[config.mk]
export PLATFORM = sky130hd
export DESIGN_NAME = if_id_queue
export DESIGN_NICKNAME = d
export VERILOG_FILES = /design/src/rtl/if_id_queue.sv
export SDC_FILE = /design/constraint.sdc
export NUM_CORES = 1
export LEC_CHECK = 0
export ABC_AREA = 1
export BUFFER_PORTS_ARGS = -buffer_cell sky130_fd_sc_hd__buf_2
export CORE_ASPECT_RATIO = 1.5
export CORE_UTILIZATION = 61
export CTS_BUF_LIST = sky130_fd_sc_hd__clkbuf_4 sky130_fd_sc_hd__clkbuf_8
export CTS_CLUSTER_DIAMETER = 100
export DETAILED_ROUTE_END_ITERATION = 8
export GPL_TIMING_DRIVEN = 0
export PLACE_DENSITY = 0.84
export SLEW_MARGIN = 20
export SYNTH_ARGS = -nofsm -noshare
export SYNTH_HDL_FRONTEND = slang
export SYNTH_SLANG_ARGS = --single-unit
[constraint.sdc]
create_clock -name clk -period 9.47 [get_ports clk]
set_input_delay 0.947 -clock clk [delete_from_list [all_inputs] [get_ports clk]]
set_output_delay 0.947 -clock clk [all_outputs]
set_load 0.02 [all_outputs]
[src/rtl/if_id_queue.sv]
`default_nettype none
// ============================================================================
//  Module   : if_id_queue
//  Purpose  : Fetch->decode decoupling queue. It is a circular buffer that
//             holds up to DEPTH {pc, instr, br_pred} entries and has
//             valid/ready handshakes on both sides. flush_i drops every
//             entry when fetch is redirected.
//  Options  : IF_ID_QUEUE_BYPASS_EN - when defined and the queue is empty,
//             an incoming entry is presented on deq_* in the same cycle.
//  Revision : 1.0  initial release
// ============================================================================
module if_id_queue #(
    parameter int WIDTH  = 32,
    parameter int PRED_W = 4,
    parameter int DEPTH  = 4
) (
    input  logic                       clk,
    input  logic                       rst_n,
    input  logic                       flush_i,
    input  logic                       enq_valid_i,
    output logic                       enq_ready_o,
    input  logic [WIDTH-1:0]           enq_pc_i,
    input  logic [WIDTH-1:0]           enq_instr_i,
    input  logic [PRED_W-1:0]          enq_br_pred_i,
    output logic                       deq_valid_o,
    input  logic                       deq_ready_i,
    output logic [WIDTH-1:0]           deq_pc_o,
    output logic [WIDTH-1:0]           deq_instr_o,
    output logic [PRED_W-1:0]          deq_br_pred_o,
    output logic [$clog2(DEPTH+1)-1:0] count_o
);

    localparam int PTR_W   = $clog2(DEPTH);
    localparam int CNT_W   = $clog2(DEPTH+1);
    localparam int ENTRY_W = 2*WIDTH + PRED_W;

    localparam logic [PTR_W-1:0] C_PTR_LAST = PTR_W'(DEPTH-1);
    localparam logic [CNT_W-1:0] C_CNT_FULL = CNT_W'(DEPTH);
    localparam logic [CNT_W-1:0] C_CNT_ONE  = CNT_W'(1);

    // Entry storage; not reset, because occupancy tracking makes stale data invisible
    logic [ENTRY_W-1:0] mem_q [DEPTH];

    logic [PTR_W-1:0] wr_ptr_q, wr_ptr_d;
    logic [PTR_W-1:0] rd_ptr_q, rd_ptr_d;
    logic [CNT_W-1:0] count_q,  count_d;

    logic             empty_w;
    logic             bypass_w;
    logic             enq_fire_w;
    logic             deq_fire_w;
    logic             wr_en_w;
    logic             rd_en_w;
    logic [ENTRY_W-1:0] head_w;

    assign head_w  = mem_q[rd_ptr_q];
    assign count_o = count_q;

    // Handshake and head-of-queue outputs; enq_ready_o depends on state only
    always_comb begin
        empty_w     = (count_q == '0);
        enq_ready_o = (count_q != C_CNT_FULL);
        bypass_w    = 1'b0;
`ifdef IF_ID_QUEUE_BYPASS_EN
        bypass_w    = empty_w & enq_valid_i & ~flush_i;
`endif
        deq_valid_o = bypass_w | ~empty_w;
        if (bypass_w) begin
            deq_pc_o      = enq_pc_i;
            deq_instr_o   = enq_instr_i;
            deq_br_pred_o = enq_br_pred_i;
        end else if (!empty_w) begin
            {deq_pc_o, deq_instr_o, deq_br_pred_o} = head_w;
        end else begin
            // An all-zero instruction is the bubble that decode already understands
            deq_pc_o      = '0;
            deq_instr_o   = '0;
            deq_br_pred_o = '0;
        end
    end

    // Decide which transfers touch storage; a bypassed pass-through touches nothing
    always_comb begin
        enq_fire_w = enq_valid_i & enq_ready_o;
        deq_fire_w = deq_valid_o & deq_ready_i;
        wr_en_w    = enq_fire_w & ~flush_i & ~(bypass_w & deq_ready_i);
        rd_en_w    = deq_fire_w & ~flush_i & ~bypass_w;
    end

    // Next pointer/occupancy values; flush overrides any transfer in the same cycle
    always_comb begin
        wr_ptr_d = wr_ptr_q;
        rd_ptr_d = rd_ptr_q;
        count_d  = count_q;
        if (flush_i) begin
            wr_ptr_d = '0;
            rd_ptr_d = '0;
            count_d  = '0;
        end else begin
            if (wr_en_w) begin
                wr_ptr_d = (wr_ptr_q == C_PTR_LAST) ? '0 : wr_ptr_q + PTR_W'(1);
            end
            if (rd_en_w) begin
                rd_ptr_d = (rd_ptr_q == C_PTR_LAST) ? '0 : rd_ptr_q + PTR_W'(1);
            end
            case ({wr_en_w, rd_en_w})
                2'b10:   count_d = count_q + C_CNT_ONE;
                2'b01:   count_d = count_q - C_CNT_ONE;
                default: count_d = count_q;
            endcase
        end
    end

    // Pointer and occupancy registers; reset empties the queue at once
    always_ff @(posedge clk or negedge rst_n) begin
        if (!rst_n) begin
            wr_ptr_q <= '0;
            rd_ptr_q <= '0;
            count_q  <= '0;
        end else begin
            wr_ptr_q <= wr_ptr_d;
            rd_ptr_q <= rd_ptr_d;
            count_q  <= count_d;
        end
    end

    // Write the accepted entry into the tail slot
    always_ff @(posedge clk) begin
        if (wr_en_w) begin
            mem_q[wr_ptr_q] <= {enq_pc_i, enq_instr_i, enq_br_pred_i};
        end
    end

endmodule
`default_nettype wire

==> reports/metrics.cfg <==
[die]
start_util=0.629
die_h_um=167
dieArea_um2=18600
dieWidth_um=112
core_um2=17500
io_pins=146
num_rows=59

[status]
run_status=complete, but fails checks
violations=DRC

[route]
first_pass_iters=8
num_vias=7380
antenna_left=0
wl_um=24600
drtIter0Drc=709
via_per_inst=5.66
wire_per_inst_um=18.9
drc=9

[clock_network]
clock_sinks=279
hold_buffers=0
cts_tree=done
clk_pin_slew_worst_paths_ns=0.07
postCtsSetupBuffers=0
root_buffer=clkbuf_8
cts_resized=0
cts_made_buffers=38
clk_latency_ns=0.53
cts_max_level=2
cts_max_path_buffers=3

[sta]
hold_viol=0
hold-worst-slack_ns=0.231
fin_crit_ns=3.26
tightest_slew_ns=0.798
finalMaxSlewViolations=0
finalSetupViolCount=0
setup_tns_ns=0
finClkSkew_ns=0.0331
finalCritPeriodShare=0.344
fin_ws_ns=6.21
relSlewSlack=0.466
max_freq_mhz=307
rsz0062_at_grt=no

[logic_synthesis]
synth_seq_area_share=0.758
yosys_warnings=0
yosysUniqueCellTypes=24
syn_nets=944
ys_seq_elements=279
syn-instance-count=866
syn_area_per_cell_um2=12.7
synthesis.area_um2=11000

[layout]
finalNetCount=1140
finalNonFillerCells=1304
fin_util=0.750
stdcell_area_um2=13100
drive_above_1_share=0.234
seqCellArea_um2=8340
nFillCells=1093
multi_input_area_um2=2350
area_growth_syn_to_layout_pct=19.2

[global_route]
first_global_vias=7473
grt_max_degree=25
grt_pass1_wl_um=38700
antenna_found_initial=2
grt_usage=0.273
overflow=0

[power_and_ir_drop]
leakage_nw=4.85
totalPowerFinal_mw=3.65
power_density_nw_per_um2=278
ir_drop_uv=213

[setup_path]
crit_type=flop to primary output
cp-end-kind=primary output
rr_worst_depth=8
r2r_start=count_o[0]
r2r_end=mem_q[0][36]
crit_path_start_kind=flop
critPathRequiredTime_ns=8.52
critPathMaxFanout=10
reg2reg_slack_ns=6.87
cp_data_arrival_time_ns=2.31

[job]
drv_cap=0

[placement]
placedCellCount=1235
gp_congestion=0.833
pre_cts_ws_ns=6.48
hpwl_um=15700
place_area_um2=12300
io_buffers=145

[hold_path]
hold_class=input port to asynchronous set/reset pin

## synthesized netlist by cell type, drive strengths merged
master / count / area share
nand3: 2 / 0.00091
edfxtp: 272 / 0.74
clkbuf: 26 / 0.0089
xnor2: 1 / 0.00080
nor2: 279 / 0.096
a21oi: 71 / 0.033
inv: 14 / 0.0048
nand2: 22 / 0.0095
a21boi: 1 / 0.00068
dfrtp: 7 / 0.016
ha: 4 / 0.0045
buf: 26 / 0.018
o21ai: 140 / 0.064
fa: 1 / 0.0018
## state kept, by name, indices dropped and copies added, names as in the netlist
register  cells
count_o       3
mem_q       272
rd_ptr_q      2
wr_ptr_q      2
## power by group
part | total, mW | internal, mW | switching (mW)
Clock | 0.988 | 0.564 | 0.424
Sequential | 1.46 | 1.43 | 0.0261
Combinational | 1.21 | 0.362 | 0.846
## cells in the final DEF, fill, tap and decap left out
master / instances
o21ai_1: 18
clkbuf_4: 7
a21oi_2: 1
fa_1: 1
buf_6: 5
buf_16: 6
nor2_2: 1
o21ai_0: 122
ha_1: 4
nor2_1: 273
nand2_2: 3
diode_2: 2
buf_4: 14
edfxtp_1: 272
xnor2_1: 1
a21boi_1: 1
a21oi_1: 70
bufinv_16: 5
inv_2: 4
nand2_1: 17
nand2_4: 2
buf_12: 5
clkinv_1: 9
dfrtp_1: 7
nand3_1: 2
inv_1: 10
clkbuf_1: 26
nor2_4: 5
buf_1: 1
buf_2: 151
clkinv_2: 5
clkbuf_8: 41
## how the worst max path moves through the flow
stage,from,end,cells after the start
floorplan,enq_valid_i,mem_q[0][0],4
global placement,enq_valid_i,mem_q[1][13],5
detailed placement,enq_valid_i,mem_q[0][12],7
CTS,rd_ptr_q[0],deq_pc_o[4],6
global route,rd_ptr_q[1],deq_pc_o[5],7
finish,rd_ptr_q[1],deq_pc_o[5],7
## critical path, stage by stage, from the launching register on
cell	delay, ns
dfrtp_1	0.37
buf_2	0.18
inv_2	0.19
clkbuf_1	0.47
nor2_1	0.11
o21ai_0	0.15
a21oi_1	0.13
buf_2	0.19
## layout make-up
| type | instances | share of cell area |
|---|---|---|
| clock inverters | 19 | 0.0159 |
| inverters | 14 | 0.00400 |
| repair buffers | 156 | 0.0755 |
| multi-input cells | 521 | 0.179 |
| clock buffers | 48 | 0.0470 |
| diodes | 2 | 0.000381 |
| flip-flops and latches | 279 | 0.636 |
| plain buffers | 52 | 0.0223 |
| well taps | 213 | 0.0203 |
## per-layer routing
metal  track usage  wire, µm  up-vias  share of wire
met4         0.125       780        0          0.032
met3        0.0509      1720       62          0.070
met2         0.483     13100      319           0.53
met5             0         0        -              0
met1         0.324      9050     3535           0.37
li1              -         -     3464              -
## kinds of logic (layout without fill, tap and decap cells)
logic type      count (synthesis)  count (layout)  synth area share
simple gates                  303             303             0.107
flops                         279             279             0.758
compound gates                212             212            0.0970
buf+inv                        66             289            0.0314
fa+ha+maj                       5               5           0.00637
xor+xnor                        1               1          0.000796
other cells                     0               2                 0
(Power assumes the default switching activity.)
